[src/rtl/cipher_cfg_pkg.sv]
// Shared types and constants for the dual XOR cipher configuration sequencer.
package cipher_cfg_pkg;

   // Sequencer states; encoding is fixed so debug probes decode consistently.
   typedef enum logic [1:0] {
      ST_IDLE   = 2'b00,
      ST_SHIFT  = 2'b01,
      ST_SETTLE = 2'b10,
      ST_RUN    = 2'b11
   } cfg_state_t;

   // Default LFSR width of each tx/rx taps/state field.
   localparam int DEFAULT_M = 32;

   // Chain length for a given field width: four M-bit fields plus two mux bits.
   function automatic int cfg_width(input int m);
      return (4 * m) + 2;
   endfunction

   // Field offsets inside the configuration word for the default field width.
   // Bit 0 is shifted out first and ends up at the chain tail.
   localparam int RX_STATE_LSB = 0;
   localparam int RX_TAPS_LSB  = DEFAULT_M;
   localparam int TX_STATE_LSB = 2 * DEFAULT_M;
   localparam int TX_TAPS_LSB  = 3 * DEFAULT_M;
   localparam int MUX_EN_D     = 4 * DEFAULT_M;
   localparam int MUX_EXT_A    = (4 * DEFAULT_M) + 1;

   // Field offsets for an arbitrary field width m.
   function automatic int rx_taps_lsb(input int m);
      return m;
   endfunction

   function automatic int tx_state_lsb(input int m);
      return 2 * m;
   endfunction

   function automatic int tx_taps_lsb(input int m);
      return 3 * m;
   endfunction

   function automatic int mux_en_d_bit(input int m);
      return 4 * m;
   endfunction

   function automatic int mux_ext_a_bit(input int m);
      return (4 * m) + 1;
   endfunction

endpackage : cipher_cfg_pkg

[src/rtl/cipher_cfg_sequencer_shift_engine.sv]
// Parallel-load / serial shift register with its bit counter.
// Bit 0 leaves first; the return bit enters at the top, so after W shifts
// the register holds the chain's previous contents in chain order.
module cfg_shift_engine #(
   parameter  int W  = 130,
   localparam int CW = $clog2(W + 1)
) (
   input  logic         i_clk,
   input  logic         i_rst,
   input  logic         i_load,
   input  logic         i_shift,
   input  logic [W-1:0] i_word,
   input  logic         i_ser,
   output logic [W-1:0] o_q,
   output logic         o_last
);

   logic [W-1:0]  r_shreg;
   logic [CW-1:0] r_cnt;

   // Shift register and bit counter: load restarts the count, shift advances it.
   always_ff @(posedge i_clk) begin
      if (i_rst) begin
         r_shreg <= {W{1'b0}};
         r_cnt   <= {CW{1'b0}};
      end else if (i_load) begin
         r_shreg <= i_word;
         r_cnt   <= {CW{1'b0}};
      end else if (i_shift) begin
         r_shreg <= {i_ser, r_shreg[W-1:1]};
         r_cnt   <= r_cnt + CW'(1);
      end else begin
         r_shreg <= r_shreg;
         r_cnt   <= r_cnt;
      end
   end

   assign o_q    = r_shreg;
   assign o_last = (r_cnt == CW'(W - 1));

endmodule : cfg_shift_engine

[src/rtl/cipher_cfg_sequencer.sv]
// Configuration sequencer for the dual XOR cipher: shifts a host config word
// into the serial chain, captures the old chain contents as readback, and
// gates the cipher enable so it never overlaps the chain shift enable.
module cipher_cfg_sequencer
   import cipher_cfg_pkg::*;
#(
   parameter  int M      = 32,
   parameter  int SETTLE = 2,
   localparam int CFG_W  = cfg_width(M),
   localparam int SW     = (SETTLE > 1) ? $clog2(SETTLE) : 1
) (
   input  logic             i_clk,
   input  logic             i_rst,
   input  logic [CFG_W-1:0] i_cfg_word,
   input  logic             i_cfg_start,
   input  logic             i_run_req,
   output logic             o_busy,
   output logic             o_done,
   output logic [CFG_W-1:0] o_readback,
   output logic             o_cfg_en,
   output logic             o_cfg_o,
   input  logic             i_cfg_i,
   output logic             o_en,
   output logic [7:0]       o_load_count
);

   cfg_state_t       r_state;
   cfg_state_t       w_next_state;
   logic [SW-1:0]    r_settle_cnt;
   logic             w_settle_last;
   logic             w_settle_exit;
   logic             w_load;
   logic             w_shift;
   logic             w_shift_last;
   logic [CFG_W-1:0] w_q;
   logic             r_done;
   logic [CFG_W-1:0] r_readback;
   logic [7:0]       r_load_count;

   cfg_shift_engine #(
      .W (CFG_W)
   ) u_shift_engine (
      .i_clk   (i_clk),
      .i_rst   (i_rst),
      .i_load  (w_load),
      .i_shift (w_shift),
      .i_word  (i_cfg_word),
      .i_ser   (i_cfg_i),
      .o_q     (w_q),
      .o_last  (w_shift_last)
   );

   assign w_shift       = (r_state == ST_SHIFT);
   assign w_settle_last = (r_settle_cnt == SW'(SETTLE - 1));
   assign w_settle_exit = (r_state == ST_SETTLE) && w_settle_last;

   // Next-state decode; cfg_start is honoured only in IDLE and RUN.
   always_comb begin
      w_next_state = r_state;
      w_load       = 1'b0;
      case (r_state)
         ST_IDLE: begin
            if (i_cfg_start) begin
               w_next_state = ST_SHIFT;
               w_load       = 1'b1;
            end else if (i_run_req && (r_load_count != 8'd0)) begin
               w_next_state = ST_RUN;
            end else begin
               w_next_state = ST_IDLE;
            end
         end
         ST_SHIFT: begin
            if (w_shift_last) begin
               w_next_state = ST_SETTLE;
            end else begin
               w_next_state = ST_SHIFT;
            end
         end
         ST_SETTLE: begin
            if (w_settle_last) begin
               w_next_state = i_run_req ? ST_RUN : ST_IDLE;
            end else begin
               w_next_state = ST_SETTLE;
            end
         end
         ST_RUN: begin
            if (i_cfg_start) begin
               w_next_state = ST_SHIFT;
               w_load       = 1'b1;
            end else if (!i_run_req) begin
               w_next_state = ST_IDLE;
            end else begin
               w_next_state = ST_RUN;
            end
         end
         default: begin
            w_next_state = ST_IDLE;
            w_load       = 1'b0;
         end
      endcase
   end

   // State register; reset aborts any shift in progress.
   always_ff @(posedge i_clk) begin
      if (i_rst) begin
         r_state <= ST_IDLE;
      end else begin
         r_state <= w_next_state;
      end
   end

   // Settle counter: counts idle cycles after the last shift, zero elsewhere.
   always_ff @(posedge i_clk) begin
      if (i_rst) begin
         r_settle_cnt <= {SW{1'b0}};
      end else if ((r_state == ST_SETTLE) && !w_settle_last) begin
         r_settle_cnt <= r_settle_cnt + SW'(1);
      end else begin
         r_settle_cnt <= {SW{1'b0}};
      end
   end

   // Completion bookkeeping: done pulse, readback capture and load counter.
   always_ff @(posedge i_clk) begin
      if (i_rst) begin
         r_done       <= 1'b0;
         r_readback   <= {CFG_W{1'b0}};
         r_load_count <= 8'd0;
      end else if (w_settle_exit) begin
         r_done       <= 1'b1;
         r_readback   <= w_q;
         r_load_count <= r_load_count + 8'd1;
      end else begin
         r_done       <= 1'b0;
         r_readback   <= r_readback;
         r_load_count <= r_load_count;
      end
   end

   // All outputs come from registered state only; en and cfg_en decode
   // from mutually exclusive states so they can never be high together.
   assign o_busy       = (r_state == ST_SHIFT) || (r_state == ST_SETTLE);
   assign o_cfg_en     = (r_state == ST_SHIFT);
   assign o_cfg_o      = (r_state == ST_SHIFT) & w_q[0];
   assign o_en         = (r_state == ST_RUN);
   assign o_done       = r_done;
   assign o_readback   = r_readback;
   assign o_load_count = r_load_count;

endmodule : cipher_cfg_sequencer

[config.mk]
export PLATFORM = sky130hd
export DESIGN_NAME = cipher_cfg_sequencer
export DESIGN_NICKNAME = d
export VERILOG_FILES = /design/src/rtl/cipher_cfg_pkg.sv /design/src/rtl/cipher_cfg_sequencer_shift_engine.sv /design/src/rtl/cipher_cfg_sequencer.sv
export SDC_FILE = /design/constraint.sdc
export NUM_CORES = 1
export LEC_CHECK = 0
export CORE_ASPECT_RATIO = 2
export CORE_MARGIN = 2
export CORE_UTILIZATION = 40
export CTS_CLUSTER_SIZE = 16
export DETAILED_ROUTE_END_ITERATION = 6
export DONT_BUFFER_PORTS = 1
export HOLD_SLACK_MARGIN = 0.03
export PLACE_DENSITY_LB_ADDON = 0.15
export RECOVER_POWER = 50
export SLEW_MARGIN = 25
export SYNTH_ARGS = -nofsm -noshare
export SYNTH_HDL_FRONTEND = slang
export SYNTH_HIERARCHICAL = 1
export SYNTH_SLANG_ARGS = --single-unit
[constraint.sdc]
create_clock -name i_clk -period 1.61 [get_ports i_clk]
set_input_delay 0.2415 -clock i_clk [delete_from_list [all_inputs] [get_ports i_clk]]
set_output_delay 0.2415 -clock i_clk [all_outputs]
set_load 0.01 [all_outputs]
==> run_results.csv <==
group,metric,value,unit
drt,routed-wl-met2,17.0,mm
drt,highest_layer,"met4",
power_and_ir_drop,ir_worst_vdd,0.000883,V
final_layout,drive_above_1_share,21.4,%
clock_tree,cts_tree,"built",
synth,ys_seq_area_share,48.1,%
die,die_h,245,um
drt,first_pass_iters,4,
drt,via_count,8415,
timing,worst_pin_slew,0.393,ns
timing,period_share,108,%
drt,drt-total-wl,30.4,mm
final_layout,multi_input_area,5550,um2
setup_path,startpoint_type,"flop",
timing,skew,0.0115,ns
power_and_ir_drop,clkPwrFrac,39.7,%
setup_path,cp.arrival,1.50,ns
die,ioPinCount,278,
place,placed_area,12300,um2
synth,yosysTopAreaCellShare,48.1,%
setup_path,critPathTopFamily,"flip-flops",
final_layout,postLayoutCellArea,13900,um2
hold_path,hold_depth,1,
setup_path,max_stage_delay,0.35,ns
power_and_ir_drop,total_power,15.1,mW
global_route,grt_pass1_vias,8226,
drt,viasPerCell,5.13,
setup_path,cp.required,1.37,ns
die,die-area,30600,um2
power_and_ir_drop,p_sw,3.47,mW
timing,maxSlewHeadroom,73.8,%
timing,hold_viol_final,272,
synth,yosysUniqueCellTypes,34,
die,fp-row-count,88,
clock_tree,cts.sinks,280,
die,core-area,28700,um2
place,gp_congestion,0.750,
place,io_buffer_count,0,
drt,wl_per_cell,18.5,um
setup_path,worst-path-buf-inv,3,
status,violations,"hold timing, setup timing",
drt,wl_met1,11.0,mm
setup_path,crit_type,"flop to output port",
clock_tree,clkTransAtPathRegs,0.07,ns
die,die_x,125,um
clock_tree,cts_root_buf,"clkbuf_16",
clock_tree,clk_path_buf_depth,3,
drt,drt-initial-drc-count,393,
synth,syn-num-nets,1386,
timing,hold_slack,-0.232,ns
setup_path,endpoint_kind,"output port",
drt,post-route-drc-count,0,
synth,yosysWarnings,6,
setup_path,cp_max_fo,6,
power_and_ir_drop,p_leak,5.33,nW
timing,finalMaxSlewViolations,0,
global_route,grt_max_degree,274,
timing,setup_viol,126,
setup_path,crit_path_top_delay_cell,"dfxtp_2",
place,hpwlAfterDp,19.8,mm
final_layout,fillers,2721,
clock_tree,clock_latency,0.54,ns
timing,max_freq,573,MHz
setup_path,worstPathCellList,"inv_4, ha_4, buf_12, buf_8, and2_4",
synth,yosys.area.top_type,"dfxtp_1",
final_layout,num_antenna_cells,0,
synth,netlist_instances,1243,
clock_tree,cts_buffers,26,
setup_path,ff2ff_path_depth,10,
power_and_ir_drop,power_frac_comb,11.4,%
synth,netlist_area,11700,um2
final_layout,area_growth,19.0,%
die,initial_core_util,40.6,%
place,dp.cells,1563,
clock_tree,htree_levels,1,
synth,synth.area.top_cells,"dfxtp_1, mux2_2, mux2i_1",
final_layout,finalNetCount,1411,
timing,fin_tns_setup,-5.64,ns
synth,synth_area_per_cell,9.38,um2
timing,fin_crit,1.75,ns
global_route,grt_pass1_wl,45.6,mm
drt,ant_nets,0,
global_route,antenna_found_initial,0,
run,max_cap_viol_count,0,
power_and_ir_drop,power_density,1090,nW/um2
final_layout,seq_area,5610,um2
power_and_ir_drop,seqPwrFrac,48.9,%
power_and_ir_drop,p_int,11.6,mW
final_layout,instances_no_fill,1641,
global_route,gr-usage-all-layers,18.3,%
setup_path,cp_num_cells,5,
drt,wl_met3,1.75,mm
timing,setup_ws,-0.136,ns
power_and_ir_drop,switching_share,23.0,%
hold_path,min_path_type,"input port to flop",
synth,ys_seq_elements,280,
global_route,overflow,0,
status,status,"finished, violations left",
timing,rsz0062_at_grt,"yes",
## sequential cells by signal, indices dropped and copies added, names as in the netlist
signal	cells
o_done	1
o_load_count	8
o_readback	130
r_settle_cnt	1
r_state	2
u_shift_engine/o_q	130
u_shift_engine/r_cnt	8
## cell families after synthesis
| group | Yosys count | synth area share [%] |
|---|---|---|
| AO/OA/AOI/OAI | 148 | 6.51 |
| XOR/XNOR | 10 | 0.751 |
| adder cells (fa/ha/maj) | 8 | 0.858 |
| buffers and inverters | 97 | 5.20 |
| flip-flops | 280 | 48.1 |
| multiplexers | 260 | 23.7 |
| AND/OR/NAND/NOR | 440 | 14.9 |
## worst reg2reg max path: cells and delay by family, from the launching register on
family	cells	cell delay (ns)
buffers and inverters	6	0.69
flip-flops	1	0.35
AND/OR/NAND/NOR	2	0.18
multiplexers	1	0.19
adder cells (fa/ha/maj)	1	0.22
## layout make-up
cell class	count	area share, %
flip-flops and latches	280	40.4
clock inverters	6	0.397
multi-input cells	866	40.0
clock buffers	35	5.37
well taps	360	3.24
inverters	6	0.180
repair buffers	88	10.5
## power by group through the flow
stage / Clock, mW / Sequential (mW) / Combinational [mW]
final: 5.99 / 7.39 / 1.72
after global routing: 6.45 / 7.42 / 1.85
after CTS: 6.21 / 7.39 / 1.47
after detailed placement: 0 / 7.55 / 1.38
after global placement: 0 / 7.54 / 1.36
after floorplan: 0 / 7.47 / 1.23
## per-stage QoR
step,util (%),setup WS (ns)
3_5_place_dp,42.8,-0.0332
6_report,48.3,-0.136
4_1_cts,46.3,-0.147
5_1_grt,48.3,-0.193
3_3_place_gp,42.8,0.00271
2_1_floorplan,-,0.0273
## Yosys cell counts
cell / number
a211oi_1: 1
a21o_1: 2
a21oi_1: 138
a221oi_2: 1
and2_1: 2
and3_1: 2
buf_1: 8
buf_2: 24
buf_4: 10
buf_6: 18
clkbuf_1: 27
clkbuf_8: 4
dfxtp_1: 280
ha_1: 8
inv_1: 6
mux2_2: 130
mux2i_1: 130
nand2_1: 268
nand2_2: 1
nand3_1: 3
nand4_1: 5
nand4_4: 1
nand4b_1: 1
nor2_1: 143
nor2b_1: 4
nor3_1: 3
nor4b_1: 2
o21ai_0: 4
o21ai_1: 1
o22ai_1: 1
or2_2: 1
or3_1: 4
xnor2_1: 4
xor2_1: 6
## timing repair
item,CTS,global route
gates cloned,3,12
endpoints found under the setup margin,115,215
setup buffers,10,12
gates resized for setup,9,42
pin swaps,3,9
hold endpoints to repair,280,280
## routing by layer
| metal | vias up | global-route usage (%) |
|---|---|---|
| li1 | 4204 | - |
| met1 | 3981 | 19.1 |
| met2 | 200 | 36.0 |
| met3 | 30 | 4.24 |
| met4 | 0 | 5.29 |
| met5 | - | 0 |
## layout by cell type, fill, tap and decap left out, types with 4 or more instances in the layout
cell type	instances
mux2i_1	128
dfxtp_1	278
clkbuf_8	4
mux2_2	130
buf_6	7
xor2_1	6
a21oi_1	135
nand2_1	268
or3_1	4
clkbuf_1	6
buf_16	6
buf_4	19
inv_1	4
buf_8	11
o21ai_0	4
ha_1	5
nor2_1	143
xnor2_1	4
buf_12	29
nand4_1	5
clkbuf_16	39
clkinv_2	5
## worst paths after layout
kind	start	end	slack, ns
min	i_rst	o_readback[3]	-0.23
max	r_state[1]	o_cfg_o	-0.14
max reg2reg	r_state[1]	u_shift_engine/o_q[16]	-0.11
min reg2reg	u_shift_engine/o_q[95]	o_readback[95]	0.46
Note: power is estimated with default switching activity, not from simulation.
